<file path="config.mk">
export PLATFORM = sky130hd
export DESIGN_NAME = video_crop_pack
export DESIGN_NICKNAME = d
export VERILOG_FILES = /design/src/rtl/video_crop_pack.sv
export SDC_FILE = /design/constraint.sdc
export NUM_CORES = 1
export LEC_CHECK = 0
export BUFFER_PORTS_ARGS = -buffer_cell sky130_fd_sc_hd__buf_2
export CAP_MARGIN = 20
export CORE_ASPECT_RATIO = 0.9
export CORE_MARGIN = 1.5
export CORE_UTILIZATION = 55
export CTS_CLUSTER_DIAMETER = 40
export CTS_CLUSTER_SIZE = 24
export DETAILED_ROUTE_END_ITERATION = 7
export GPL_ROUTABILITY_DRIVEN = 0
export PLACE_DENSITY = 0.89
export SYNTH_ARGS = -nofsm -noshare
export SYNTH_HDL_FRONTEND = slang
export SYNTH_SLANG_ARGS = --single-unit
</file>
<file path="constraint.sdc">
create_clock -name pclk -period 5.4 [get_ports pclk]
set_clock_uncertainty 0.05 [all_clocks]
set_input_delay 1.08 -clock pclk [delete_from_list [all_inputs] [get_ports pclk]]
set_output_delay 1.08 -clock pclk [all_outputs]
set_load 0.01 [all_outputs]
</file>
<file path="src/rtl/video_crop_pack.sv">
// Capture-side window cropper / RGB packer feeding the frame_read_write write port.
// Define VIDEO_CROP_TESTPATTERN_EN to replace pixel data with three vertical colour bars.
module video_crop_pack #(
  parameter int unsigned H_OFFSET   = 7,
  parameter int unsigned H_ACTIVE   = 480,
  parameter int unsigned V_OFFSET   = 0,
  parameter int unsigned V_ACTIVE   = 272,
  parameter int unsigned CNT_BITS   = 11,
  parameter int unsigned OUT_FMT    = 0,
  parameter int unsigned FRAME_SKIP = 0
) (
  input  logic                pclk,
  input  logic                rst,
  input  logic                in_h,
  input  logic                in_v,
  input  logic                in_f,
  input  logic [7:0]          in_r,
  input  logic [7:0]          in_g,
  input  logic [7:0]          in_b,
  output logic                write_en,
  output logic [15:0]         write_data,
  output logic                frame_start,
  output logic                frame_done,
  output logic                frame_err,
  output logic [CNT_BITS-1:0] pix_cnt,
  output logic [CNT_BITS-1:0] line_cnt
);

  localparam int unsigned FRAME_PIX = H_ACTIVE * V_ACTIVE;
  localparam int unsigned TOT_BITS  = $clog2(FRAME_PIX + 1) + 1;
  localparam int unsigned SKIP_BITS = (FRAME_SKIP > 0) ? $clog2(FRAME_SKIP + 1) : 1;
  localparam int unsigned REL_BITS  = CNT_BITS + 1;

  localparam logic [CNT_BITS-1:0] CNT_MAX = '1;
  localparam logic [TOT_BITS-1:0] TOT_MAX = '1;

  typedef enum logic {
    ST_IDLE,
    ST_CAPTURE
  } state_t;

  state_t                state;
  state_t                state_nxt;
  logic                  h_d;
  logic                  v_d;
  logic [SKIP_BITS-1:0]  skip_cnt;
  logic [TOT_BITS-1:0]   total;

  logic                  blank_c;
  logic                  h_rise_c;
  logic                  v_rise_c;
  logic                  v_fall_c;
  logic                  start_c;
  logic                  done_c;
  logic [REL_BITS-1:0]   rel_h_c;
  logic [REL_BITS-1:0]   rel_v_c;
  logic                  h_ok_c;
  logic                  v_ok_c;
  logic                  in_win_c;
  logic [15:0]           pixel_c;

  assign blank_c  = in_h | in_v | in_f;
  assign h_rise_c = in_h & ~h_d;
  assign v_rise_c = in_v & ~v_d;
  assign v_fall_c = ~in_v & v_d;
  assign start_c  = v_fall_c && (skip_cnt == '0);

  // Window test via extended subtraction: the top bit flags "before the offset".
  assign rel_h_c  = REL_BITS'(pix_cnt) - REL_BITS'(H_OFFSET);
  assign rel_v_c  = REL_BITS'(line_cnt) - REL_BITS'(V_OFFSET);
  assign h_ok_c   = !rel_h_c[CNT_BITS] && (rel_h_c[CNT_BITS-1:0] < CNT_BITS'(H_ACTIVE));
  assign v_ok_c   = !rel_v_c[CNT_BITS] && (rel_v_c[CNT_BITS-1:0] < CNT_BITS'(V_ACTIVE));
  assign in_win_c = !blank_c && (state == ST_CAPTURE) && h_ok_c && v_ok_c;

  // Frame capture state register
  always_ff @(posedge pclk or posedge rst) begin
    if (rst) begin
      state <= ST_IDLE;
    end else begin
      state <= state_nxt;
    end
  end

  // Frame capture next state: a frame is only entered on a non-skipped in_v falling edge
  always_comb begin
    state_nxt = state;
    done_c    = 1'b0;
    case (state)
      ST_IDLE: begin
        if (start_c) begin
          state_nxt = ST_CAPTURE;
        end
      end
      ST_CAPTURE: begin
        if (v_rise_c) begin
          state_nxt = ST_IDLE;
          done_c    = 1'b1;
        end
      end
      default: state_nxt = ST_IDLE;
    endcase
  end

  // Pixel/line position counters and blanking edge history
  always_ff @(posedge pclk or posedge rst) begin
    if (rst) begin
      h_d      <= 1'b0;
      v_d      <= 1'b0;
      pix_cnt  <= '0;
      line_cnt <= '0;
      skip_cnt <= '0;
    end else begin
      h_d <= in_h;
      v_d <= in_v;
      if (blank_c) begin
        pix_cnt <= '0;
      end else if (pix_cnt != CNT_MAX) begin
        pix_cnt <= pix_cnt + CNT_BITS'(1);
      end
      if (in_v) begin
        line_cnt <= '0;
      end else if (h_rise_c && (line_cnt != CNT_MAX)) begin
        line_cnt <= line_cnt + CNT_BITS'(1);
      end
      if (v_fall_c) begin
        skip_cnt <= (skip_cnt == SKIP_BITS'(FRAME_SKIP)) ? '0 : skip_cnt + SKIP_BITS'(1);
      end
    end
  end

  // Per-frame write tally used for the frame_err size check
  always_ff @(posedge pclk or posedge rst) begin
    if (rst) begin
      total <= '0;
    end else if (start_c) begin
      total <= '0;
    end else if (in_win_c && (total != TOT_MAX)) begin
      total <= total + TOT_BITS'(1);
    end
  end

`ifdef VIDEO_CROP_TESTPATTERN_EN
  localparam int unsigned BAR_W = H_ACTIVE / 3;
  localparam logic [15:0] C_RED   = (OUT_FMT == 0) ? 16'hF800 : 16'h7C00;
  localparam logic [15:0] C_GREEN = (OUT_FMT == 0) ? 16'h07E0 : 16'h03E0;
  localparam logic [15:0] C_BLUE  = 16'h001F;

  logic unused_pix_bits;
  assign unused_pix_bits = ^{in_r, in_g, in_b};

  // Three bars across the captured width; the last bar absorbs the remainder
  always_comb begin
    pixel_c = C_BLUE;
    if (rel_h_c[CNT_BITS-1:0] < CNT_BITS'(BAR_W)) begin
      pixel_c = C_RED;
    end else if (rel_h_c[CNT_BITS-1:0] < CNT_BITS'(2 * BAR_W)) begin
      pixel_c = C_GREEN;
    end
  end
`else
  logic unused_pix_bits;
  assign unused_pix_bits = ^{in_r[2:0], in_g[2:0], in_b[2:0]};

  assign pixel_c = (OUT_FMT == 0) ? {in_r[7:3], in_g[7:2], in_b[7:3]}
                                  : {1'b0, in_r[7:3], in_g[7:3], in_b[7:3]};
`endif

  // Registered write port and frame status
  always_ff @(posedge pclk or posedge rst) begin
    if (rst) begin
      write_en    <= 1'b0;
      write_data  <= '0;
      frame_start <= 1'b0;
      frame_done  <= 1'b0;
      frame_err   <= 1'b0;
    end else begin
      write_en    <= in_win_c;
      frame_start <= start_c;
      frame_done  <= done_c;
      if (in_win_c) begin
        write_data <= pixel_c;
      end
      if (start_c) begin
        frame_err <= 1'b0;
      end else if (done_c) begin
        frame_err <= (total != TOT_BITS'(FRAME_PIX));
      end
    end
  end

endmodule

</file>
==> summary.txt <==
Placed design
  – Hpwl dp: 4446 um
  – Placed Cells: 423
  – IO buf count: 62

Yosys
  – Post-Syn Area: 0.003059 mm2
  – Cells after Synth: 300
  – Async set or reset register ratio after synthesis: 1.000
  – Netlist cell types: 44
  – Synth Flop Type: dfrtp_1
  – Yosys reg bits: 63
  – Syn Area/Cell: 10.20 um2
  – Register area share after synthesis: 0.5153
  – Syn. warnings: 0
  – Post-synth EDFFs: 0
  – Syn nets: 333

Setup path
  – Critical Path AT: 3.25 ns
  – Critical-path cell list: buf_2, nor4b_1, nand3_1, a2111oi_4, nand2_1, inv_2, mux2_2
  – CP Launch Type: input pin
  – CP top delay family: simple AND/OR/NAND/NOR gates
  – CP bufs+invs: 2
  – CP Data Required Time: 5.58 ns
  – CP max stage delay: 0.39 ns
  – Crit-path slowest cell: a2111oi_4
  – Crit end category: flip-flop
  – Setup CP Type: input pin to flip-flop
  – Crit-path max FO: 17

Timing
  – RSZ-0062 raised after global routing: false
  – Measured slew at the worst slew-check pin: 0.9418 ns
  – Final setup vio count: 0
  – Slew headroom: 0.3663
  – Hold Vio Cnt, Final: 0
  – Slew Viols, Final: 0
  – Fin crit share: 0.5690
  – Setup TNS: 0 ns
  – Minimum clock period: 3.073 ns
  – Fmax: 0.3255 GHz

Die
  – Die Y: 73.76 um
  – Initial Utilization: 0.5753
  – I/O Pins: 71
  – Die width: 81.62 um
  – Total core area: 0.005318 mm2
  – Row Count: 25
  – Total die area: 0.006020 mm2

Clock tree
  – CTS H-tree depth: 3
  – Max clock buf depth: 2
  – CTS buffer count: 9
  – Post_cts resized: 0
  – Clock latency on the worst-skew pair: 0.34 ns
  – CTS Hold Bufs: 0
  – Post-CTS Setup Bufs: 0
  – TritonCTS clock tree: done
  – Clock transition at path regs: 0.07 ns
  – Clock sinks: 63
  – Root Driver: clkbuf_8

GRT
  – Largest net degree at the start of global routing: 64
  – Global-route wire length before repair: 10890 um
  – Met2 Usage GRT: 0.3912
  – Met3 Use GR: 0.08571
  – Total gr overflow: 0
  – Most used routing layer: met2
  – Vias in the first global route: 2475
  – Global-route track usage on met1: 0.2994
  – Initial antenna violation count: 0
  – GRT Overall Usage: 0.2419

Routing
  – Total Wirelength: 6493 um
  – DRT iter0 DRCs: 108
  – Routed vias/inst: 5.859
  – 1st-pass router iterations: 5
  – Routed Antenna Nets: 0
  – # DRC: 0
  – WL/cell: 14.79 um
  – DR vias: 2572

Cells and area
  – Register area: 0.001577 mm2
  – Post-Layout Cell Count: 439
  – Final #Nets: 400
  – Fillers: 417
  – Fraction of layout instances using a drive strength above 1: 0.2796
  – Number of diodes: 0
  – Area grow syn2layout: 19.92%
  – Area of the multi-input gates: 0.001408 mm2

Pwr
  – Pwr dens: 278.6 mW/mm2
  – Peak VDD IR: 0.0003552 V
  – Pleak: 1.743 nW

Status
  – Status: finished, final reports clean

Job
  – Maxcap violations: 0

Worst hold path
  – Hold WC Path Type: flip-flop to flip-flop
==> metal layers <==
layer / part of all wire / vias up / wire, um
li1: - / 1234 / -
met1: 0.43 / 1247 / 2791
met2: 0.50 / 75 / 3272
met3: 0.048 / 16 / 312
met4: 0.018 / 0 / 118
met5: 0 / - / 0
==> through the flow <==
step	utilization	hold WS, ns	total power [mW]	setup WS (ns)	cell area (um2)
3_5_place_dp	0.6438	0.4410	0.5313	1.973	3423
3_3_place_gp	0.6438	0.4339	0.5291	2.046	3423
5_1_grt	0.6899	0.4732	1.058	2.161	3669
4_1_cts	0.6899	0.4567	1.032	2.344	3669
6_report	0.6899	0.4499	1.022	2.327	3669
2_1_floorplan	-	0.4341	0.5118	2.532	3059
==> Yosys cell counts (2+ instances only) <==
library cell,number,area share
a211oi_1,2,0.0049
a21oi_1,18,0.029
a311oi_1,2,0.0057
a31oi_1,2,0.0041
and2_1,5,0.010
and3_1,5,0.010
and4_1,3,0.0086
buf_2,2,0.0033
clkbuf_1,3,0.0037
dfrtp_1,63,0.52
ha_1,4,0.016
inv_1,9,0.011
mux2_2,16,0.059
mux2i_1,2,0.0065
nand2_1,19,0.023
nand2b_1,2,0.0041
nand3_1,19,0.031
nand3_2,2,0.0065
nand4_1,11,0.022
nor2_1,30,0.037
nor3_1,7,0.011
nor4_1,2,0.0041
nor4b_1,2,0.0057
o21ai_0,20,0.033
o311ai_0,3,0.0086
o41ai_1,2,0.0057
or3_1,14,0.029
or3_2,2,0.0049
xnor2_1,7,0.020
xor2_1,8,0.023
==> sequential cells by signal, summed over array words and instances (netlist names) <==
register     cells
line_cnt        11
frame_err        1
total           18
write_en         1
v_d              1
state            1
write_data      16
frame_done       1
pix_cnt         11
h_d              1
frame_start      1
==> placed cells by master, fill, tap and decap left out, types with 2 or more instances in the layout <==
cell type / count
dfrtp_1: 63
buf_2: 62
nor2_1: 30
o21ai_0: 20
nand3_1: 19
nand2_1: 19
a21oi_1: 18
mux2_2: 16
or3_1: 14
nand4_1: 11
clkbuf_8: 10
xor2_1: 8
inv_1: 8
nor3_1: 7
xnor2_1: 7
and3_1: 5
and2_1: 5
ha_1: 4
and4_1: 3
o311ai_0: 3
bufinv_16: 3
nand2b_1: 2
nor4_1: 2
mux2i_1: 2
a311oi_1: 2
a211oi_1: 2
o41ai_1: 2
nor4b_1: 2
inv_2: 2
nand3_2: 2
or3_2: 2
a31oi_1: 2
clkinv_2: 2
==> final cells by class <==
class	instances	area share
Sequential cell	63	0.4297
Multi-Input combinational cell	220	0.3837
Timing Repair Buffer	63	0.08663
Clock buffer	10	0.03752
Clock inverter	6	0.02933
Tap cell	67	0.02285
Inverter	10	0.01023
==> power breakdown <==
part / total (mW) / internal, mW / switching, mW
sequential: 0.482 / 0.478 / 0.00446
combinational: 0.0391 / 0.0140 / 0.0251
clock: 0.501 / 0.317 / 0.184
total: 1.02 / 0.809 / 0.213
==> path summary, 6_finish.rpt <==
path	startpoint	endpoint	slack, ns	cells past startpoint
worst max-delay path	in_v	write_data[3]$_DFFE_PP0P_	2.33	7
worst min-delay path	write_data[1]$_DFFE_PP0P_	write_data[1]$_DFFE_PP0P_	0.45	1
worst max register to register	pix_cnt[0]$_DFFE_PP0P_	write_data[3]$_DFFE_PP0P_	2.35	7
worst min register to register	write_data[1]$_DFFE_PP0P_	write_data[1]$_DFFE_PP0P_	0.45	1
max in group asynchronous	rst	pix_cnt[0]$_DFFE_PP0P_	3.89	3
min in group asynchronous	rst	state$_DFF_PP0_	0.92	3
==> cell families (layout without fill, tap and decap cells) <==
group | after synthesis | after routing | synth area share
AO/OA/AOI/OAI | 56 | 56 | 0.1158
AND/OR/NAND/NOR | 127 | 127 | 0.2196
buffers and inverters | 17 | 89 | 0.02454
multiplexers | 18 | 18 | 0.06544
adder cells (fa/ha/maj) | 4 | 4 | 0.01636
flip-flops | 63 | 63 | 0.5153
XOR/XNOR | 15 | 15 | 0.04295
Power figures use the tool's default switching activity.
